**src/rtl/dcache_inject_pkg.sv**
```systemverilog
// Shared types and geometry for the dcache checkpoint injector.
package dcache_inject_pkg;

  typedef enum logic [1:0] {
    ST_IDLE,
    ST_TAG,
    ST_DATA,
    ST_DONE
  } inj_state_t;

  localparam int unsigned TAG_BEATS   = 256;
  localparam int unsigned DATA_BEATS  = 2048;
  localparam int unsigned TOTAL_BEATS = TAG_BEATS + DATA_BEATS;

  localparam int unsigned TAG_ADDR_W   = 6;
  localparam int unsigned DATA_ADDR_W  = 9;
  localparam int unsigned TAG_WDATA_W  = 88;
  localparam int unsigned DATA_WDATA_W = 256;
  localparam int unsigned TAG_WMASK_W  = 4;
  localparam int unsigned DATA_WMASK_W = 32;

endpackage

```
**src/rtl/dcache_inject_port_mux.sv**
```systemverilog
// 2:1 SRAM RW0 port mux: dcache requests or injector writes (always write mode).
module dcache_inject_port_mux #(
  parameter int unsigned AW = 6,
  parameter int unsigned DW = 88,
  parameter int unsigned MW = 4
) (
  input  logic          i_sel_inj,
  input  logic [AW-1:0] i_cache_addr,
  input  logic          i_cache_en,
  input  logic          i_cache_wmode,
  input  logic [DW-1:0] i_cache_wdata,
  input  logic [MW-1:0] i_cache_wmask,
  input  logic [AW-1:0] i_inj_addr,
  input  logic          i_inj_en,
  input  logic [DW-1:0] i_inj_wdata,
  input  logic [MW-1:0] i_inj_wmask,
  output logic [AW-1:0] o_addr,
  output logic          o_en,
  output logic          o_wmode,
  output logic [DW-1:0] o_wdata,
  output logic [MW-1:0] o_wmask
);

  always_comb begin
    o_addr  = i_cache_addr;
    o_en    = i_cache_en;
    o_wmode = i_cache_wmode;
    o_wdata = i_cache_wdata;
    o_wmask = i_cache_wmask;
    if (i_sel_inj) begin
      o_addr  = i_inj_addr;
      o_en    = i_inj_en;
      o_wmode = 1'b1;
      o_wdata = i_inj_wdata;
      o_wmask = i_inj_wmask;
    end
  end

endmodule

```
**src/rtl/dcache_inject_ctrl.sv**
```systemverilog
// Loads a warmup checkpoint into the L1 dcache tag/data SRAMs via their RW0 ports.
// Optional checksum accumulator: define DCACHE_INJECT_CHECKSUM_EN.
module dcache_inject_ctrl
  import dcache_inject_pkg::*;
#(
  parameter int unsigned SETS         = 64,
  parameter int unsigned WAYS         = 4,
  parameter int unsigned ROWS_PER_SET = 8,
  parameter int unsigned TAG_BITS     = 22,
  parameter int unsigned ROW_BITS     = 64
) (
  input  logic                    clk,
  input  logic                    reset,
  input  logic                    start,
  input  logic                    in_valid,
  output logic                    in_ready,
  input  logic [ROW_BITS-1:0]     in_data,
  input  logic                    in_last,
  output logic                    busy,
  output logic                    done,
  output logic                    err,
  output logic                    core_hold,
  output logic [ROW_BITS-1:0]     checksum,
  input  logic [TAG_ADDR_W-1:0]   cache_tag_addr,
  input  logic                    cache_tag_en,
  input  logic                    cache_tag_wmode,
  input  logic [TAG_WDATA_W-1:0]  cache_tag_wdata,
  input  logic [TAG_WMASK_W-1:0]  cache_tag_wmask,
  input  logic [DATA_ADDR_W-1:0]  cache_data_addr,
  input  logic                    cache_data_en,
  input  logic                    cache_data_wmode,
  input  logic [DATA_WDATA_W-1:0] cache_data_wdata,
  input  logic [DATA_WMASK_W-1:0] cache_data_wmask,
  output logic [TAG_ADDR_W-1:0]   tag_RW0_addr,
  output logic                    tag_RW0_en,
  output logic                    tag_RW0_wmode,
  output logic [TAG_WDATA_W-1:0]  tag_RW0_wdata,
  output logic [TAG_WMASK_W-1:0]  tag_RW0_wmask,
  output logic [DATA_ADDR_W-1:0]  data_RW0_addr,
  output logic                    data_RW0_en,
  output logic                    data_RW0_wmode,
  output logic [DATA_WDATA_W-1:0] data_RW0_wdata,
  output logic [DATA_WMASK_W-1:0] data_RW0_wmask
);

  localparam int unsigned WAY_W  = $clog2(WAYS);
  localparam int unsigned BEAT_W = $clog2(TOTAL_BEATS + 1);
  localparam logic [WAY_W-1:0]  LAST_WAY      = WAY_W'(WAYS - 1);
  localparam logic [BEAT_W-1:0] LAST_TAG_BEAT = BEAT_W'(SETS * WAYS - 1);
  localparam logic [BEAT_W-1:0] LAST_BEAT     = BEAT_W'(SETS * WAYS * (ROWS_PER_SET + 1) - 1);

  inj_state_t               r_state, w_state_nxt;
  logic [BEAT_W-1:0]        r_beat;
  logic [WAY_W-1:0]         r_way;
  logic [DATA_ADDR_W-1:0]   r_row;
  logic                     r_err;
  logic                     r_tag_wen, r_data_wen;
  logic [TAG_ADDR_W-1:0]    r_tag_addr;
  logic [TAG_WDATA_W-1:0]   r_tag_wdata;
  logic [TAG_WMASK_W-1:0]   r_tag_wmask;
  logic [DATA_ADDR_W-1:0]   r_data_addr;
  logic [DATA_WDATA_W-1:0]  r_data_wdata;
  logic [DATA_WMASK_W-1:0]  r_data_wmask;

  logic w_busy, w_acc, w_start_ok, w_is_last, w_sel_inj;

  assign w_busy     = (r_state == ST_TAG) || (r_state == ST_DATA);
  assign w_acc      = in_valid && w_busy;
  assign w_start_ok = start && ((r_state == ST_IDLE) || (r_state == ST_DONE));
  assign w_is_last  = (r_beat == LAST_BEAT);
  // Keep the injector on the ports one extra cycle so the final registered write lands.
  assign w_sel_inj  = w_busy || r_tag_wen || r_data_wen;

  always_comb begin
    w_state_nxt = r_state;
    unique case (r_state)
      ST_IDLE, ST_DONE: if (w_start_ok) w_state_nxt = ST_TAG;
      ST_TAG:           if (w_acc && r_beat == LAST_TAG_BEAT) w_state_nxt = ST_DATA;
      ST_DATA:          if (w_acc && w_is_last) w_state_nxt = ST_DONE;
      default:          w_state_nxt = ST_IDLE;
    endcase
  end

  always_ff @(posedge clk) begin
    if (reset) begin
      r_state      <= ST_IDLE;
      r_beat       <= '0;
      r_way        <= '0;
      r_row        <= '0;
      r_err        <= 1'b0;
      r_tag_wen    <= 1'b0;
      r_data_wen   <= 1'b0;
      r_tag_addr   <= '0;
      r_tag_wdata  <= '0;
      r_tag_wmask  <= '0;
      r_data_addr  <= '0;
      r_data_wdata <= '0;
      r_data_wmask <= '0;
    end else begin
      r_state    <= w_state_nxt;
      r_tag_wen  <= w_acc && (r_state == ST_TAG);
      r_data_wen <= w_acc && (r_state == ST_DATA);
      if (w_start_ok) begin
        r_beat <= '0;
        r_way  <= '0;
        r_row  <= '0;
        r_err  <= 1'b0;
      end else if (w_acc) begin
        r_beat <= r_beat + 1'b1;
        r_way  <= (r_way == LAST_WAY) ? '0 : r_way + 1'b1;
        if (r_way == LAST_WAY)
          r_row <= (r_beat == LAST_TAG_BEAT) ? '0 : r_row + 1'b1;
        if (in_last != w_is_last)
          r_err <= 1'b1;
      end
      if (w_acc) begin
        r_tag_addr   <= r_row[TAG_ADDR_W-1:0];
        r_tag_wdata  <= {WAYS{in_data[TAG_BITS-1:0]}};
        r_tag_wmask  <= TAG_WMASK_W'(1) << r_way;
        r_data_addr  <= r_row;
        r_data_wdata <= {WAYS{in_data}};
        r_data_wmask <= DATA_WMASK_W'(8'hFF) << {r_way, 3'b000};
      end
    end
  end

`ifdef DCACHE_INJECT_CHECKSUM_EN
  logic [ROW_BITS-1:0] r_checksum;
  always_ff @(posedge clk) begin
    if (reset || w_start_ok)
      r_checksum <= '0;
    else if (w_acc)
      r_checksum <= r_checksum ^ ((r_state == ST_TAG) ? ROW_BITS'(in_data[TAG_BITS-1:0]) : in_data);
  end
  assign checksum = r_checksum;
`else
  assign checksum = '0;
`endif

  assign in_ready  = w_busy;
  assign busy      = w_busy;
  assign core_hold = w_busy;
  assign done      = (r_state == ST_DONE);
  assign err       = r_err;

  dcache_inject_port_mux #(.AW(TAG_ADDR_W), .DW(TAG_WDATA_W), .MW(TAG_WMASK_W)) u_tag_mux (
    .i_sel_inj     (w_sel_inj),
    .i_cache_addr  (cache_tag_addr),
    .i_cache_en    (cache_tag_en),
    .i_cache_wmode (cache_tag_wmode),
    .i_cache_wdata (cache_tag_wdata),
    .i_cache_wmask (cache_tag_wmask),
    .i_inj_addr    (r_tag_addr),
    .i_inj_en      (r_tag_wen),
    .i_inj_wdata   (r_tag_wdata),
    .i_inj_wmask   (r_tag_wmask),
    .o_addr        (tag_RW0_addr),
    .o_en          (tag_RW0_en),
    .o_wmode       (tag_RW0_wmode),
    .o_wdata       (tag_RW0_wdata),
    .o_wmask       (tag_RW0_wmask)
  );

  dcache_inject_port_mux #(.AW(DATA_ADDR_W), .DW(DATA_WDATA_W), .MW(DATA_WMASK_W)) u_data_mux (
    .i_sel_inj     (w_sel_inj),
    .i_cache_addr  (cache_data_addr),
    .i_cache_en    (cache_data_en),
    .i_cache_wmode (cache_data_wmode),
    .i_cache_wdata (cache_data_wdata),
    .i_cache_wmask (cache_data_wmask),
    .i_inj_addr    (r_data_addr),
    .i_inj_en      (r_data_wen),
    .i_inj_wdata   (r_data_wdata),
    .i_inj_wmask   (r_data_wmask),
    .o_addr        (data_RW0_addr),
    .o_en          (data_RW0_en),
    .o_wmode       (data_RW0_wmode),
    .o_wdata       (data_RW0_wdata),
    .o_wmask       (data_RW0_wmask)
  );

endmodule

```
**config.mk**
```make
export PLATFORM = sky130hd
export DESIGN_NAME = dcache_inject_ctrl
export DESIGN_NICKNAME = d
export VERILOG_FILES = /design/src/rtl/dcache_inject_pkg.sv /design/src/rtl/dcache_inject_port_mux.sv /design/src/rtl/dcache_inject_ctrl.sv
export SDC_FILE = /design/constraint.sdc
export NUM_CORES = 1
export LEC_CHECK = 0
export CORE_AREA = 2 2 369 371
export DETAILED_ROUTE_END_ITERATION = 7
export DIE_AREA = 0 0 371 373
export GPL_TIMING_DRIVEN = 0
export HOLD_SLACK_MARGIN = 0.06
export SYNTH_ARGS = -nofsm -noshare
export SYNTH_HDL_FRONTEND = slang
export SYNTH_HIERARCHICAL = 1
export SYNTH_SLANG_ARGS = --single-unit
```
**constraint.sdc**
```tcl
create_clock -name clk -period 2.34 [get_ports clk]
set_input_delay 0.234 -clock clk [delete_from_list [all_inputs] [get_ports clk]]
set_output_delay 0.234 -clock clk [all_outputs]
set_load 0.02 [all_outputs]
```
==> impl_metrics.ini <==
[finish]
nets = 2457
syn_to_final_growth_pct = 102
fillers = 15165
fin_util = 0.160
layout-drive-gt1-share = 0.483

[clock_tree]
cts_buffer_depth = 2
cts_hold_buffers = 0
clk_latency_ns = 0.43
root_buffer = clkbuf_16
htree_levels = 3
cts.sinks = 105
cts_buffers = 9
cts_tree = yes
clkTransAtPathRegs_ns = 0.10

[sta]
setup_viol = 399
max_freq_mhz = 335
worst_hold_slack_ns = 0.221
rsz0062_at_grt = yes
min_period_over_period = 1.28
tightest_slew_ns = 1.22
hold_violations = 0
fin_setup_tns_ns = -211.05
layout_setup_ws_ns = -0.645
period_minus_slack_ns = 2.98
slew_violations = 0
slew-limit-headroom = 0.186
finClkSkew_ns = 0.0136

[worst_setup_path]
worstPathMaxFanout = 10
required_ns = 2.11
rr_startpoint = r_state[0]$_SDFFE_PP0P_
r2r_slack_ns = 0.15
critPathKind = reg2out
crit_path_end_kind = primary output
cp-start-kind = flip-flop
arrival_ns = 2.75
timing.rr.end = r_data_wdata[236]$_SDFFE_PP0P_
r2r_cells = 9

[synth]
yosysTopAreaCellShare = 0.420
ys_top_cells_by_count = mux2_4, nand2_1, dfxtp_1, mux2_2, a21oi_1
async_flop_share = 0
yosysWarnings = 6
avgSynthCellArea_um2 = 10.6
ys_seq_elements = 105
synth_top_flop_cell = dfxtp_1
synth_top_area_cell = mux2_4
syn_area_um2 = 10700
yosysSeqAreaShare = 0.197
yosysUniqueCellTypes = 43
synthTopCellsByArea = mux2_4, dfxtp_1, mux2_2
synth_most_common_cell = mux2_4
syn_inst = 1012
synth_edf_count = 0

[placement]
io_buffers = 870
place.gp.congestion = 0.946
dpl.hpwl_um = 108000
dp_slack_ns = -1.55

[floorplan]
ios = 936
placeableCoreArea_um2 = 135000
die_height_um = 373
die_area_um2 = 138000
die_width_um = 371
start_util = 0.0793
std_cell_rows = 135

[drt]
routedWlPerCell_um = 32.5
route.vias.total = 12663
first_pass_iters = 5
drt_iter0_drc = 780
finalWirelength_um = 123000
ant_nets = 0
drc_errors = 0
vias_per_cell = 3.34

[global_route]
grt_max_degree = 23
grt_remaining_overflow = 0
grt_usage = 0.169
grt_pass1_vias = 12354
grt_first_pass_wirelength_um = 147000
antenna_found_initial = 126

[pwr]
leakage_nw = 9.36
ir_worst_vdd_mv = 0.530
p_total_mw = 33.7
cellPowerDensity_nw_per_um2 = 1570

[outcome]
status = finished with violations
violations = setup timing

[hold_path]
min_path_cells = 3
hp-class = in2reg
whs_endpoint = r_data_wen$_SDFF_PP0_
min_from = in_valid

[job]
cap_violations = 0
-- timing repair --
| action | CTS | global route |
|---|---|---|
| setup endpoints to repair | 487 | 485 |
| pin swaps | 1 | 2 |
| gates resized for setup | 961 | 867 |
| setup buffers | 5 | 9 |
| gates cloned | 3 | 7 |
-- area by class of cell --
class	instances	area [um^2]	area share
multi-input combinational	822	7680	0.357
timing repair buffer	893	7650	0.355
tap	1781	2230	0.103
sequential	105	2100	0.0977
buffer	142	1480	0.0687
clock buffer	9	225	0.0105
clock inverter	7	86.3	0.00401
antenna	24	60.1	0.00279
inverter	6	26.3	0.00122
-- worst max-delay path by stage --
stage                       startpoint             endpoint  slack [ns]  cells after the start
6_report       r_state[0]$_SDFFE_PP0P_  data_RW0_wdata[242]       -0.64                      9
2_1_floorplan  r_state[0]$_SDFFE_PP0P_  data_RW0_wdata[100]        0.02                      8
5_1_grt        r_state[0]$_SDFFE_PP0P_  data_RW0_wdata[194]       -0.73                      9
3_3_place_gp   r_state[0]$_SDFFE_PP0P_  data_RW0_wdata[242]       -1.54                      9
4_1_cts        r_state[0]$_SDFFE_PP0P_     tag_RW0_wdata[7]       -0.86                      8
3_5_place_dp   r_state[0]$_SDFFE_PP0P_  data_RW0_wdata[242]       -1.55                      9
-- flip-flops by register name (all words and copies together), names as in the netlist, 2 cells and up --
signal	flops
r_data_wdata	42
r_way	2
r_row	9
r_tag_addr	5
r_tag_wdata	22
r_data_addr	4
r_state	2
r_beat	12
r_tag_wmask	3
-- stage by stage --
stage	area (um^2)	std cells
2_1_floorplan	10900	1075
3_3_place_gp	21900	3726
3_5_place_dp	21900	3726
4_1_cts	21900	3750
5_1_grt	21500	3771
6_report	21500	3789
-- where the power goes --
| group | internal [mW] | leakage (nW) | total [mW] | switching [mW] |
|---|---|---|---|---|
| logic | 13.1 | 8.35 | 29.1 | 16.0 |
| clock network | 0.784 | 0.154 | 1.76 | 0.978 |
| registers | 2.06 | 0.853 | 2.87 | 0.808 |
| total | 15.9 | 9.36 | 33.7 | 17.8 |
-- cells by family (layout without fill, tap and decap cells) --
kind of cell / after synthesis / after routing / share of synthesized area
simple gates: 241 / 241 / 0.0971
xor+xnor: 18 / 18 / 0.0148
flops: 105 / 105 / 0.197
other cells: 1 / 88 / 0.000351
buf+inv: 148 / 1057 / 0.109
mux: 397 / 397 / 0.524
compound gates: 92 / 92 / 0.0465
fa+ha+maj: 10 / 10 / 0.0117
-- cells in the final DEF (no fill, tap or decap), drive strengths merged, types with 3 or more instances in the layout --
cell type,Yosys,final
clkbuf,19,151
diode,0,24
nand3,4,4
nor2,23,23
nand4,7,7
conb,1,64
xor2,5,5
xnor2,13,13
inv,6,11
buf,123,409
nor4,6,6
nand2,171,171
clkdlybuf4s50,0,469
ha,10,10
dlygate4sd2,0,11
a21oi,83,83
dfxtp,105,105
dlymetal6s2s,0,3
mux2,397,397
nor3,11,11
-- worst max-delay path: stages (launching register included) --
cell	delay (ns)
dfxtp_2	0.35
inv_2	0.05
ha_4	0.28
clkinvlp_4	0.09
or3_4	0.46
clkbuf_16	0.22
buf_16	0.18
buf_12	0.18
mux2_4	0.33
buf_6	0.15
-- layer usage --
layer,up-vias,track usage,wire (um)
li1,5398,-,-
met1,6064,0.183,45200
met2,838,0.286,57600
met3,241,0.0884,14900
met4,122,0.0458,4770
met5,-,0,783
(Power assumes the default switching activity.)
==> patch 1 (same flow settings) <==
Add an input register stage for `cache_tag_wmode` and `cache_data_wmode`; this delays them by one clock. The other inputs are not delayed to match.
--- a/src/rtl/dcache_inject_ctrl.sv
+++ b/src/rtl/dcache_inject_ctrl.sv
@@ -48,6 +48,14 @@
   localparam logic [WAY_W-1:0]  LAST_WAY      = WAY_W'(WAYS - 1);
   localparam logic [BEAT_W-1:0] LAST_TAG_BEAT = BEAT_W'(SETS * WAYS - 1);
   localparam logic [BEAT_W-1:0] LAST_BEAT     = BEAT_W'(SETS * WAYS * (ROWS_PER_SET + 1) - 1);
+
+  logic cache_tag_wmode_q;
+  logic cache_data_wmode_q;
+
+  always_ff @(posedge clk) begin
+    cache_tag_wmode_q  <= cache_tag_wmode;
+    cache_data_wmode_q <= cache_data_wmode;
+  end
 
   inj_state_t               r_state, w_state_nxt;
   logic [BEAT_W-1:0]        r_beat;
@@ -147,7 +155,7 @@
     .i_sel_inj     (w_sel_inj),
     .i_cache_addr  (cache_tag_addr),
     .i_cache_en    (cache_tag_en),
-    .i_cache_wmode (cache_tag_wmode),
+    .i_cache_wmode (cache_tag_wmode_q),
     .i_cache_wdata (cache_tag_wdata),
     .i_cache_wmask (cache_tag_wmask),
     .i_inj_addr    (r_tag_addr),
@@ -165,7 +173,7 @@
     .i_sel_inj     (w_sel_inj),
     .i_cache_addr  (cache_data_addr),
     .i_cache_en    (cache_data_en),
-    .i_cache_wmode (cache_data_wmode),
+    .i_cache_wmode (cache_data_wmode_q),
     .i_cache_wdata (cache_data_wdata),
     .i_cache_wmask (cache_data_wmask),
     .i_inj_addr    (r_data_addr),
Function: changed (Yosys sat finds a counterexample within 4 cycles, from zero or initial values and one cycle with reset high).
==> patch 1 against the unedited design <==
Wire length increased by 4.9%. Largest cell class unchanged. Sequential power increased by 2%. Setup slack got worse by 0.045 ns. Total power increased by 9.8%. Die area unchanged. Sequential cell count increased by 2. Synthesized area increased by 0.13%. Cell count increased by 0.77%. Non-clock buffer count increased by 30. Synthesized cell count decreased by 0.20%. Design area increased by 8.6%. The flow still finishes with violations (negative setup slack).
==> patch 1: results (changes against the unedited design) <==
- Status: finished with violations
- Failing checks: negative setup slack
- Worst Hold End: cache_data_wmode_q$_DFF_P_
- Final WS setup: -0.689 ns (-0.0449 ns)
- GPL Wtd Cong: 0.923 (-2.4%)
- Total number of vias: 12,700 (+0.68%)
- FF-to-FF setup slack: -0.37 ns (-0.52 ns)
- Setup violators final: 479 (+20%)
- Worst slew margin: 0.181 (-0.00512)
- Setup tns final: -202.99 ns (+8.07 ns)
- Largest net degree at the start of global routing: 25 (+8.7%)
- Iteration-0 DRC Markers: 792 (+1.5%)
- Synth unique cells: 41 (-4.7%)
- Layout cells sized above 1: 0.425 (-0.0587)
- Hold Path Cell Cnt: 1 (-2)
- Largest cells by area after synthesis: mux2_4, dfxtp_1, mux2_2
- Port Buffers: 871 (+0.11%)
- Peak supply drop: 0.624 mV (+18%)
- Initial antenna violation count: 138 (+9.5%)
- First-pass GRT wire length: 154 mm (+4.3%)
- Length of routed met3 wiring: 16.4 mm (+11%)
- Crit path DAT: 2.80 ns (+0.05 ns)
- Final net count: 2,484 (+1.1%)
- Pre-CTS setup slack: -1.33 ns (+0.217 ns)
- Total Wirelength: 129 mm (+4.9%)
- Sequential cell area fraction in the yosys report: 0.200 (+0.00349)
patch 1: stage by stage:
step | total power, mW | cells | util
after floorplan | 17.9 | 1073 | -
after global placement | 31.9 | 3725 | 0.163
after detailed placement | 31.8 | 3725 | 0.163
after CTS | 37.1 | 3784 | 0.172
after global routing | 38.2 | 3795 | 0.173
final | 37.0 | 3818 | 0.174
patch 1: layout make-up:
| class | instances | area, sq um | area share |
|---|---|---|---|
| timing repair buffer | 924 | 9450 | 0.404 |
| clock buffer | 9 | 225 | 0.00962 |
| buffer | 141 | 1530 | 0.0652 |
| inverter | 5 | 26.3 | 0.00112 |
| clock inverter | 7 | 96.3 | 0.00412 |
| sequential | 107 | 2140 | 0.0916 |
| tap | 1781 | 2230 | 0.0952 |
| multi-input combinational | 818 | 7640 | 0.326 |
| antenna | 26 | 65.1 | 0.00278 |
patch 1: timing repair:
action | in CTS | in global routing
setup endpoints to repair | 482 | 482
setup buffers | 25 | 12
pin swaps | 1 | 2
gates resized for setup | 1173 | 442
cloned | 18 | 3
patch 1: cell families after synthesis:
kind of cell	Yosys count	share of synthesized area
buf+inv	148	0.109
simple gates	233	0.0918
other cells	1	0.000351
compound gates	95	0.0475
fa+ha+maj	10	0.0117
xor+xnor	17	0.0139
mux	399	0.525
flops	107	0.200
patch 1: worst max path at each step:
stage / start / endpoint / slack, ns / depth (start not counted)
floorplan: r_state[0]$_SDFFE_PP0P_ / data_RW0_wdata[100] / 0.02 / 9
global placement: r_state[0]$_SDFFE_PP0P_ / data_RW0_wdata[149] / -1.31 / 10
detailed placement: r_state[0]$_SDFFE_PP0P_ / data_RW0_wdata[149] / -1.33 / 10
CTS: r_state[0]$_SDFFE_PP0P_ / data_RW0_wdata[211] / -0.92 / 11
global route: r_state[0]$_SDFFE_PP0P_ / data_RW0_wdata[147] / -0.77 / 11
finish: r_state[0]$_SDFFE_PP0P_ / data_RW0_wdata[147] / -0.69 / 11
patch 1: where the power goes:
group	switching (mW)	total, mW	internal [mW]
clock network	1.03	1.83	0.796
registers	0.827	2.93	2.10
logic	16.6	32.3	15.7
patch 1: worst max-delay path: stages (launching register included):
cell	delay, ns
dfxtp_2	0.34
inv_2	0.05
ha_4	0.29
inv_8	0.03
or3_4	0.41
buf_12	0.17
buf_12	0.13
buf_16	0.16
buf_16	0.18
buf_12	0.14
mux2_4	0.30
buf_6	0.14
patch 1: layer usage:
layer | up-vias | track usage
li1 | 5454 | -
met1 | 6029 | 0.188
met2 | 880 | 0.303
met3 | 252 | 0.102
met4 | 134 | 0.0446
met5 | - | 0
==> patch 2 (same flow settings) <==
Made on the original files. Add a define of `DCACHE_INJECT_CHECKSUM_EN`.
--- a/src/rtl/dcache_inject_ctrl.sv
+++ b/src/rtl/dcache_inject_ctrl.sv
@@ -1,5 +1,7 @@
 // Loads a warmup checkpoint into the L1 dcache tag/data SRAMs via their RW0 ports.
 // Optional checksum accumulator: define DCACHE_INJECT_CHECKSUM_EN.
+`define DCACHE_INJECT_CHECKSUM_EN
+
 module dcache_inject_ctrl
   import dcache_inject_pkg::*;
 #(
Check against the original RTL: not equivalent (Yosys sat finds a counterexample within 4 cycles, from zero or initial values and one cycle with reset high).
==> patch 2 against the unedited design <==
The run still ends with negative setup slack left. Wire length increased by 19%. Total power increased by 24%. Design area increased by 20%. Setup slack got worse by 0.21 ns. Hold slack improved by 0.055 ns. Sequential cell count increased by 64. Synthesized area increased by 17%. Via count increased by 14%. Count of clock-buffer cells in the layout increased by 10. Critical endpoint is now data_RW0_wdata[253].
==> patch 2: results (changes against the unedited design) <==
- Status: finished with violations
- Failing checks: negative setup slack
- Area post-placement: 24,100 sq um (+10%)
- Wire per inst: 36.6 microns (+13%)
- Register share of total power: 0.100 (+0.015)
- Net switching power: 20.7 mW (+16%)
- Total CTS buffers: 17 (+8)
- Met1 usage: 0.229 (+0.0461)
- Post-CTS Resized: 1,391 (+45%)
- Peak supply drop: 0.598 mV (+13%)
- Total Wirelength: 147 mm (+19%)
- Pleak: 11.1 nW (+18%)
- Post-synthesis mux area share: 0.449 (-0.0744)
- Power Total: 42.0 mW (+24%)
- Total GRT Usage: 0.203 (+0.0343)
- Adder-cell share of the synthesized area: 0.0100 (-0.00170)
- Timing endpoint of the critical path: data_RW0_wdata[253]
- Setup violators final: 513 (+29%)
- Hold WS: 0.276 ns (+0.0550 ns)
- Commonest cells in the netlist: mux2_4, nand2_1, dfxtp_1
- Length of routed met3 wiring: 17.0 mm (+14%)
- Setup Skew: 0.0248 ns (+0.0113 ns)
- Worst Hold End: r_data_wdata[228]$_SDFFE_PP0P_
- Area share of xor/xnor cells in the synthesized design: 0.0561 (+0.0413)
- Clock Latency Late Sink: 0.55 ns (+0.12 ns)
- Met1 wire length: 55.3 mm (+22%)
- Post-CTS Setup Bufs: 34 (+29)
- Final WS setup: -0.853 ns (-0.208 ns)
- Iteration-0 DRC Markers: 965 (+24%)
- Final net count: 2,679 (+9.0%)
- HPWL Detailed: 124 mm (+15%)
- FF-to-FF setup slack: -0.59 ns (-0.74 ns)
- Synth unique cells: 42 (-2.3%)
- Layout cells sized above 1: 0.390 (-0.0934)
- Compound-Gate Fraction of Synth Area: 0.0404 (-0.00605)
- Met2 Use GR: 0.338 (+0.0527)
- GPL Wtd Cong: 0.910 (-3.8%)
- Tightest Pin Transition: 1.24 ns (+0.0222 ns)
- Setup tns final: -295.43 ns (-84.37 ns)
- Largest net degree at the start of global routing: 17 (-26%)
- First-pass GRT wire length: 176 mm (+20%)
- Crit path DAT: 2.96 ns (+0.21 ns)
- Max reg flops: 64 (+52%)
- Clk pwr share: 0.081 (+0.029)
- H-tree depth: 4 (+1)
- Setup crit start: r_state[1]$_SDFFE_PP0P_
- Largest cells by area after synthesis: mux2_4, dfxtp_1, mux2_2
- Mapped Avg Cell Area: 10.5 sq um (-0.17%)
- Sequential cell area fraction in the yosys report: 0.271 (+0.0739)
- Hold Startpoint: in_data[36]
==> patch 2: changes by cell type after synthesis, sizes merged, moves of 36 or more <==
| cell | unedited run | this run |
|---|---|---|
| nor2 | 23 | 87 |
| nand2 | 171 | 207 |
| buf | 123 | 66 |
| dfxtp | 105 | 169 |
| xor2 | 5 | 69 |
==> patch 2: final cells by class <==
type                       count  area, sq um
timing repair buffer        1002        10300
clock buffer                  19          443
clock inverter                12          174
tap                         1781         2230
inverter                       7         28.8
sequential                   169         3390
fill                       14800       109000
antenna                       23         57.6
buffer                        82          961
multi-input combinational    922         8410
==> patch 2: kinds of logic (layout without fill, tap and decap cells) <==
group / after synthesis / count (layout)
other cells: 0 / 23
flops: 169 / 169
mux: 399 / 399
xor+xnor: 80 / 80
fa+ha+maj: 10 / 10
compound gates: 95 / 95
simple gates: 338 / 338
buf+inv: 95 / 1122
